[config.mk]
export PLATFORM = sky130hd
export DESIGN_NAME = power_sequencer_n_flat
export DESIGN_NICKNAME = d
export VERILOG_FILES = /design/src/rtl/power_sequencer_n_if.sv /design/src/rtl/power_sequencer_n.sv /design/src/flat_wrapper.sv
export SDC_FILE = /design/constraint.sdc
export NUM_CORES = 1
export LEC_CHECK = 0
export CAP_MARGIN = 40
export CORE_AREA = 4 4 90 92
export DETAILED_ROUTE_END_ITERATION = 7
export DIE_AREA = 0 0 94 96
export DONT_BUFFER_PORTS = 1
export PLACE_DENSITY = 0.74
export RECOVER_POWER = 50
export SYNTH_ARGS = -nofsm -noshare
export SYNTH_HDL_FRONTEND = slang
export SYNTH_SLANG_ARGS = --single-unit
export TNS_END_PERCENT = 5
[constraint.sdc]
create_clock -name clk -period 8.2 [get_ports clk]
set_input_delay 0.41 -clock clk [delete_from_list [all_inputs] [get_ports clk]]
set_output_delay 0.41 -clock clk [all_outputs]
set_load 0.01 [all_outputs]
[src/rtl/power_sequencer_n_if.sv]
// Request, power-good and status bundle for the N-rail power sequencer.
// The master drives the requests and pgood; the slave is the sequencer.
interface power_sequencer_n_if #(
  parameter int NUM_RAILS = 8
);
  logic                 power_up;
  logic                 power_down;
  logic [NUM_RAILS-1:0] pgood;
  logic [NUM_RAILS-1:0] rail_en;
  logic                 sequence_complete;
  logic                 busy;
  logic                 fault;
  logic [7:0]           fault_rail;

  modport master (
    output power_up, power_down, pgood,
    input  rail_en, sequence_complete, busy, fault, fault_rail
  );

  modport slave (
    input  power_up, power_down, pgood,
    output rail_en, sequence_complete, busy, fault, fault_rail
  );
endinterface

[src/rtl/power_sequencer_n.sv]
// N-rail power sequencer: ordered power-up with pgood confirmation, reverse power-down.
// Define PGOOD_MONITOR_EN to also fault on any power-good loss while ON.
module power_sequencer_n #(
  parameter int NUM_RAILS = 8,
  parameter int CNT_W = 32,
  parameter int STEP_DELAY = 1000,
  parameter int PG_TIMEOUT = 10000,
  parameter logic [NUM_RAILS-1:0] ACTIVE_LOW_MASK = '0
) (
  input logic clk,
  input logic reset,
  power_sequencer_n_if.slave bus
);

  localparam logic [2:0] S_OFF       = 3'd0;
  localparam logic [2:0] S_UP_STEP   = 3'd1;
  localparam logic [2:0] S_UP_PG     = 3'd2;
  localparam logic [2:0] S_ON        = 3'd3;
  localparam logic [2:0] S_DOWN_STEP = 3'd4;
  localparam logic [2:0] S_OFF_DONE  = 3'd5;
  localparam logic [2:0] S_FAULT     = 3'd6;

  localparam logic [7:0] LAST = 8'(NUM_RAILS - 1);
  localparam logic [CNT_W-1:0] STEP_LD = CNT_W'(STEP_DELAY);
  localparam logic [CNT_W-1:0] PG_LD = CNT_W'(PG_TIMEOUT);

  logic [2:0]           state;
  logic [7:0]           idx;
  logic [CNT_W-1:0]     cnt;
  logic [NUM_RAILS-1:0] en;
  logic [NUM_RAILS-1:0] pg_m;
  logic [NUM_RAILS-1:0] pg_s;
  logic                 fault_q;
  logic [7:0]           fault_rail_q;

  logic [NUM_RAILS-1:0] sel;
  logic                 pg_hit;
  logic [7:0]           top_idx;
  logic                 cnt_zero;

  always_comb begin
    sel = '0;
    top_idx = '0;
    for (int i = 0; i < NUM_RAILS; i++) begin
      sel[i] = (idx == 8'(i));
      if (en[i]) top_idx = 8'(i);
    end
    pg_hit = |(pg_s & sel);
    cnt_zero = (cnt == '0);
  end

`ifdef PGOOD_MONITOR_EN
  logic [NUM_RAILS-1:0] bad;
  logic [7:0]           low_bad;

  always_comb begin
    bad = en & ~pg_s;
    low_bad = '0;
    for (int i = NUM_RAILS - 1; i >= 0; i--)
      if (bad[i]) low_bad = 8'(i);
  end
`endif

  always_ff @(posedge clk) begin
    if (reset) begin
      state <= S_OFF;
      idx <= '0;
      cnt <= '0;
      en <= '0;
      pg_m <= '0;
      pg_s <= '0;
      fault_q <= 1'b0;
      fault_rail_q <= '0;
    end else begin
      pg_m <= bus.pgood;
      pg_s <= pg_m;
      unique case (state)
        S_OFF: begin
          en <= '0;
          if (!bus.power_down && bus.power_up) begin
            state <= S_UP_STEP;
            idx <= '0;
            cnt <= STEP_LD;
          end
        end
        S_UP_STEP, S_UP_PG: begin
          // Abort unwinds only the rails already switched on.
          if (bus.power_down) begin
            cnt <= STEP_LD;
            if (en == '0) begin
              state <= S_OFF_DONE;
            end else begin
              state <= S_DOWN_STEP;
              idx <= top_idx;
            end
          end else if (state == S_UP_STEP) begin
            if (!cnt_zero) begin
              cnt <= cnt - CNT_W'(1);
            end else begin
              en <= en | sel;
              cnt <= PG_LD;
              state <= S_UP_PG;
            end
          end else if (pg_hit) begin
            if (idx == LAST) begin
              state <= S_ON;
            end else begin
              idx <= idx + 8'd1;
              cnt <= STEP_LD;
              state <= S_UP_STEP;
            end
          end else if (cnt_zero) begin
            state <= S_FAULT;
            en <= '0;
            fault_q <= 1'b1;
            fault_rail_q <= idx;
          end else begin
            cnt <= cnt - CNT_W'(1);
          end
        end
        S_ON: begin
`ifdef PGOOD_MONITOR_EN
          if (|bad) begin
            state <= S_FAULT;
            en <= '0;
            fault_q <= 1'b1;
            fault_rail_q <= low_bad;
          end else
`endif
          if (bus.power_down) begin
            state <= S_DOWN_STEP;
            idx <= LAST;
            cnt <= STEP_LD;
          end
        end
        S_DOWN_STEP: begin
          if (!cnt_zero) begin
            cnt <= cnt - CNT_W'(1);
          end else begin
            en <= en & ~sel;
            if (idx == '0) begin
              state <= S_OFF_DONE;
            end else begin
              idx <= idx - 8'd1;
              cnt <= STEP_LD;
            end
          end
        end
        S_OFF_DONE: begin
          if (!bus.power_down) state <= S_OFF;
        end
        S_FAULT: begin
          en <= '0;
          if (bus.power_down) begin
            fault_q <= 1'b0;
            state <= S_OFF_DONE;
          end
        end
        default: state <= S_OFF;
      endcase
    end
  end

  assign bus.rail_en = en ^ ACTIVE_LOW_MASK;
  assign bus.sequence_complete = (state == S_ON) || (state == S_OFF_DONE);
  assign bus.busy = (state == S_UP_STEP) || (state == S_UP_PG) ||
                    (state == S_DOWN_STEP);
  assign bus.fault = fault_q;
  assign bus.fault_rail = fault_rail_q;

endmodule
[src/flat_wrapper.sv]
// flat-port wrapper written by rule: the top's interface ports become plain ports
module power_sequencer_n_flat 
#(
  parameter int NUM_RAILS = 8,
  parameter int CNT_W = 32,
  parameter int STEP_DELAY = 1000,
  parameter int PG_TIMEOUT = 10000,
  parameter logic [NUM_RAILS-1:0] ACTIVE_LOW_MASK = '0
)
  (clk, reset, bus_power_up, bus_power_down, bus_pgood, bus_rail_en, bus_sequence_complete, bus_busy, bus_fault, bus_fault_rail);
  power_sequencer_n_if #(.NUM_RAILS(NUM_RAILS)) bus_i ();
  input logic clk;
  input logic reset;
  input wire logic [$bits(bus_i.power_up)-1:0] bus_power_up;
  input wire logic [$bits(bus_i.power_down)-1:0] bus_power_down;
  input wire logic [$bits(bus_i.pgood)-1:0] bus_pgood;
  output wire logic [$bits(bus_i.rail_en)-1:0] bus_rail_en;
  output wire logic [$bits(bus_i.sequence_complete)-1:0] bus_sequence_complete;
  output wire logic [$bits(bus_i.busy)-1:0] bus_busy;
  output wire logic [$bits(bus_i.fault)-1:0] bus_fault;
  output wire logic [$bits(bus_i.fault_rail)-1:0] bus_fault_rail;
  assign bus_i.power_up = bus_power_up;
  assign bus_i.power_down = bus_power_down;
  assign bus_i.pgood = bus_pgood;
  assign bus_rail_en = bus_i.rail_en;
  assign bus_sequence_complete = bus_i.sequence_complete;
  assign bus_busy = bus_i.busy;
  assign bus_fault = bus_i.fault;
  assign bus_fault_rail = bus_i.fault_rail;
  power_sequencer_n #(.NUM_RAILS(NUM_RAILS), .CNT_W(CNT_W), .STEP_DELAY(STEP_DELAY), .PG_TIMEOUT(PG_TIMEOUT), .ACTIVE_LOW_MASK(ACTIVE_LOW_MASK)) u_core (.clk(clk), .reset(reset), .bus(bus_i));
endmodule
Yosys cells after proc, flatten, opt, wreduce, memory -nomap -nowiden:

Index checks and enable logic that the tools add are counted.

* register bits after elaboration: 76
* input bits: 12
* output and inout bits: 19

* reduce and logical (&&, ||, !) cells: 21
* multiplexer cells: 55
* bitwise logic cells: 7
* equal/unequal tests: 34
* $add $sub $neg: 3

Operators by type and width (count)
* 2-to-1 mux 32 bit: 10
* 2-to-1 mux 8 bit: 21
* one-hot mux 32 bit (4 select lines): 1
* 2-to-1 mux 3 bit: 11
* equality test 8 x 3 -> 1 bit, second input constant: 4
* logical NOT 32 bit: 1
* one-hot mux 8 bit (4 select lines): 1
* subtractor 32 x 1 -> 32 bit, second input constant: 1
* one-hot mux 8 bit (3 select lines): 1
* one-hot mux 3 bit (6 select lines): 1
* AND 8 bit: 2
* equality test 8 x 2 -> 1 bit, second input constant: 2
* logical NOT 8 bit: 2
* inequality test 3 bit, second input constant: 5
* inequality test 2 bit, second input constant: 7
* AND reduction 6 bit: 2
* AND reduction 5 bit: 2
* equality test 3 bit, second input constant: 3
* AND reduction 9 bit: 1
* adder 8 x 1 -> 8 bit, second input constant: 1
* equality test 8 x 1 -> 1 bit, second input constant: 1
* inequality test 2 x 1 -> 1 bit, second input constant: 4
* inverter 8 bit: 1
* OR 8 bit: 1
* 22 further kinds: 34

Depth between registers and ports, before layout:

* depth after elaboration: 10
* gate-level depth with buffers: 13

Worst setup path after synthesis:

OpenSTA, ideal clock, no wires.

* path type: flip-flop to flip-flop
* from: reg u_core.idx[0]
* to: reg u_core.cnt[26]
* setup time: 66 ps
* setup slack: 5384 ps
* cell stages (with the launch flop): 14
* data required time: 8134 ps
* arrival: 2750 ps
* cell sequence: dfxtp_1 -> clkbuf_1 -> inv_1 -> ha_1 -> a22oi_1 -> a211oi_4 -> or2_1 -> buf_6 -> nor4_4 -> buf_6 -> nor2_2 -> a21o_4 -> buf_6 -> a21oi_2

* cells in the longest elaborated chain, start to end: 7
* elaborated cells on any way between the ends: 18
* classes of those cells: eq/ne (10); mux (4); bitwise (1); reduce/logical (3)

Ends and longest elaborated chain
* start: declaration: RTL line power_sequencer_n.sv:28 `logic [7:0] idx;`
* start signal: assignment: RTL line power_sequencer_n.sv:94 `idx <= top_idx;`
* start signal: assignment: RTL line power_sequencer_n.sv:108 `idx <= idx + 8'd1;`
* start signal: assignment: RTL line power_sequencer_n.sv:144 `idx <= idx - 8'd1;`
* equality test 8 x 1 -> 1 bit (tied with other cells): RTL line power_sequencer_n.sv:45 `sel[i] = (idx == 8'(i));`
* AND 8 bit: RTL line power_sequencer_n.sv:48 `pg_hit = |(pg_s & sel);`
* OR reduction 8 bit: RTL line power_sequencer_n.sv:48
* 2-to-1 mux 32 bit: RTL line power_sequencer_n.sv:104 `end else if (pg_hit) begin`
* 2-to-1 mux 32 bit: RTL line power_sequencer_n.sv:96 `end else if (state == S_UP_STEP) begin`
* 2-to-1 mux 32 bit: RTL line power_sequencer_n.sv:88 `if (bus.power_down) begin`
* one-hot mux 32 bit (4 select lines): RTL line power_sequencer_n.sv:77 `unique case (state)`
* end signal: assignment: RTL line power_sequencer_n.sv:98 `cnt <= cnt - CNT_W'(1);`
* end signal: assignment: RTL line power_sequencer_n.sv:118 `cnt <= cnt - CNT_W'(1);`
* end signal: assignment: RTL line power_sequencer_n.sv:138 `cnt <= cnt - CNT_W'(1);`
* end: declaration: RTL line power_sequencer_n.sv:29 `logic [CNT_W-1:0] cnt;`

Parallel ways exist; a longest one is shown, timed or not.
A chain may end at the register's enable or synchronous reset.

Worst setup path after layout:

* from: reg u_core.cnt[0]
* to: reg u_core.cnt[25]

* cells in the longest elaborated chain, start to end: 6
* elaborated cells on any way between the ends: 12
* classes of those cells: add/sub (1); eq/ne (2); mux (7); reduce/logical (2)

Ends and longest elaborated chain
* subtractor 32 x 1 -> 32 bit: RTL line power_sequencer_n.sv:98, power_sequencer_n.sv:118, power_sequencer_n.sv:138
* 2-to-1 mux 32 bit: RTL line power_sequencer_n.sv:112 `end else if (cnt_zero) begin`
* 2-to-1 mux 32 bit: RTL line power_sequencer_n.sv:104
* 2-to-1 mux 32 bit: RTL line power_sequencer_n.sv:96
* 2-to-1 mux 32 bit: RTL line power_sequencer_n.sv:88
* one-hot mux 32 bit (4 select lines): RTL line power_sequencer_n.sv:77

Parallel ways exist; a longest one is shown, timed or not. The select of a mux whose other input is x is not followed.

==> results.cfg <==
[global_route]
grt_max_degree = 51
grt_pass1_vias = 3448
grt-ovfl-total = 0
grt_usage_pct = 23.9
grt_pass1_wl_um = 17100
antenna_found_initial = 0

[status]
status = complete, no violations

[drt]
drc = 0
routedWlPerCell_um = 17.3
wirelength_um = 10200
vias_per_cell = 6.32
first_pass_iters = 5
drt-initial-drc-count = 335
ant_nets = 0
vias = 3726

[timing]
finalCritPeriodShare_pct = 55.9
skew_ps = 12.4
rsz0062_at_grt = false
setup_viol = 0
finalHoldViolations = 0
finalCriticalPeriod_ps = 4590
slew_viol_final = 0
fmax_mhz = 218
tightest_slew_ps = 1160
hold_slack_ps = 122
fin_tns_setup_ps = 0
max-slew-margin-rel_pct = 22.2

[clock_tree]
cts_buffers = 9
cts_resized = 0
cts_setup_buffers = 0
clock_path_buffers = 2
cts.clk_slew.worst_paths_ps = 80
cts_tree = yes
clk_latency_ps = 350
hold_buffers = 0
root_buffer = clkbuf_8
clock_sinks = 76
htreeDepth = 3

[critical_path]
cp-end-kind = flip-flop
worst-path-buf-inv = 1
path_max_fanout = 22
critPathKind = flip-flop to flip-flop
critical-path-top-delay-family = simple AND/OR/NAND/NOR gates
cp.arrival_ps = 4880
crit_slowest_cell = nor4_1
cp-start-kind = flip-flop
critPathRequiredTime_ps = 8490
cpPeakStageDelay_ps = 900
path_cells = inv_1 > ha_1 > or4b_1 > nor4_1 > nand4_1 > o211ai_2 > nor2_2 > a21o_4 > o21ba_1

[power]
swShare_pct = 43.4
peakVddDrop_mv = 0.167
switchingPower_uw = 714
p_int_uw = 931
p_seq_share_pct = 31.0
leakage_nw = 1.51
clkPwrFrac_pct = 22.8
power.density_nw_per_um2 = 369
finalPower_mw = 1.65
p_comb_share_pct = 46.1

[logic_synthesis]
synth_top_area_cell = dfxtp_1
synthesis.instances = 505
synth-main-ff-cell = dfxtp_1
ys_seq_area_share_pct = 35.7
synth-compound-area-share_pct = 23.9
synth_top_area_share_pct = 35.7
yosysMostFrequentCell = dfxtp_1
synth_common_cells = dfxtp_1 (76), nand2_1 (54), a21oi_1 (37), nor2_1 (34), o21ai_0 (28)
synth.area.top_cells = dfxtp_1 (36%), nand2_1 (4.8%), a21oi_1 (4.3%), o21ai_0 (3.3%), nor2_1 (3.0%)
synth_top_family_by_area = simple AND/OR/NAND/NOR gates
synth_simple_gate_area_share_pct = 29.2
syn_area_um2 = 4260
synth_edf_count = 0
synth_seq_cells = 76
async_flop_share_pct = 0
syn_area_per_cell_um2 = 8.44
synth.area.mux_share_pct = 0.499
synth_cell_types = 79
synth_adder_area_share_pct = 2.00
ys.warnings.count = 0
synthesis.nets = 523
synthXorXnorAreaFrac_pct = 3.90

[floorplan]
initial_core_util_pct = 59.1
dieArea_um2 = 9020
num_io_pins = 31
fp-row-count = 31
die-width_um = 94
die_y_um = 96
coreArea_um2 = 7210

[place]
hpwl_um = 7000
port_buffers = 0
dpl.cell_count = 574
globalplace.congestion = 0.910

[layout]
diodes = 0
drive_gt1_share_pct = 11.6
nets = 504
syn_to_final_growth_pct = 4.67
final-instance-count-excl-fill = 590

[job]
maxCapViolCount = 0

[min_path]
worstHoldPathType = primary input to flip-flop
[flip-flops by register name, indices dropped and copies added (netlist names)]
name / count
u_core.pg_m: 8
u_core.bus.fault_rail: 8
u_core.bus.fault: 1
u_core.idx: 8
u_core.pg_s: 8
u_core.cnt: 32
u_core.bus.rail_en: 8
u_core.state: 3
[cell usage in the layout, fill, tap and decap left out, types with 4 or more instances in the layout]
| master | Yosys | final |
|---|---|---|
| nor2_2 | 13 | 13 |
| o31ai_1 | 4 | 4 |
| ha_1 | 6 | 6 |
| xor2_1 | 6 | 6 |
| a22oi_1 | 5 | 5 |
| nor2_1 | 34 | 34 |
| o21a_1 | 5 | 5 |
| a21oi_2 | 6 | 6 |
| nand2_1 | 54 | 54 |
| and2_1 | 7 | 7 |
| and3_1 | 4 | 4 |
| or4_1 | 4 | 4 |
| dfxtp_1 | 76 | 76 |
| a211oi_1 | 9 | 9 |
| o41ai_1 | 4 | 4 |
| inv_1 | 13 | 13 |
| xnor2_1 | 13 | 13 |
| o21ai_0 | 28 | 29 |
| bufinv_16 | 0 | 4 |
| or3_1 | 11 | 11 |
| nand4_1 | 4 | 5 |
| o22ai_1 | 4 | 4 |
| nor4_1 | 9 | 10 |
| clkbuf_8 | 0 | 9 |
| nor2b_1 | 19 | 19 |
| a21oi_1 | 37 | 37 |
| nor3_1 | 14 | 15 |
| nand3_1 | 10 | 10 |
[worst paths after layout]
kind | start | end | slack (ps) | cells past startpoint
max | u_core.cnt[0]$_SDFFE_PP0P_ | u_core.cnt[25]$_SDFFE_PP0P_ | 3610 | 9
min | reset | u_core.cnt[10]$_SDFFE_PP0P_ | 120 | 1
max reg2reg | u_core.cnt[0]$_SDFFE_PP0P_ | u_core.cnt[25]$_SDFFE_PP0P_ | 3610 | 9
min reg2reg | u_core.pg_m[5]$_SDFF_PP0_ | u_core.pg_s[5]$_SDFF_PP0_ | 450 | 1
[worst reg2reg max path, cell delays in order (launching register included)]
cell,delay (ps)
dfxtp_1,340
inv_1,60
ha_1,210
or4b_1,520
nor4_1,900
nand4_1,760
o211ai_2,780
nor2_2,280
a21o_4,400
o21ba_1,270
[kinds of logic (layout without fill, tap and decap cells)]
kind of cell    count (synthesis)  in the layout
xor+xnor                       19             19
flops                          76             76
compound gates                142            142
simple gates                  216            216
fa+ha+maj                       7              7
mux                             2              2
buf+inv                        43             29
[metrics by stage]
step / util (%) / area, µm² / setup WS [ps]
global placement: 58.6 / 4230 / 4780
finish: 61.8 / 4460 / 3610
detailed placement: 58.6 / 4230 / 4620
CTS: 62.2 / 4490 / 4580
floorplan: - / 4260 / 5380
global route: 61.8 / 4460 / 3150
[metal layers]
metal  part of all wire, %  wire [µm]  vias to the layer above  track usage (%)
met5                     0          0                        -                0
met3                   7.3        742                       22             5.55
met4                   2.5        257                        0             9.63
met1                    44       4450                     1746             30.9
li1                      -          -                     1803                -
met2                    47       4740                      155             38.7
[power groups by stage]
stage,Combinational [mW],Sequential [mW],Clock (mW)
final,0.759,0.511,0.376
after global routing,0.841,0.520,0.395
after CTS,0.764,0.511,0.384
after detailed placement,0.757,0.519,0
after global placement,0.740,0.516,0
after floorplan,0.674,0.478,0
[cell type report]
cell class / instances / area, µm²
Inverter: 13 / 48.8
Multi-Input combinational cell: 386 / 2500
Clock inverter: 6 / 136
Fill cell: 640 / 2750
Clock buffer: 10 / 128
Tap cell: 99 / 124
Sequential cell: 76 / 1520
Power figures use the tool's default switching activity.
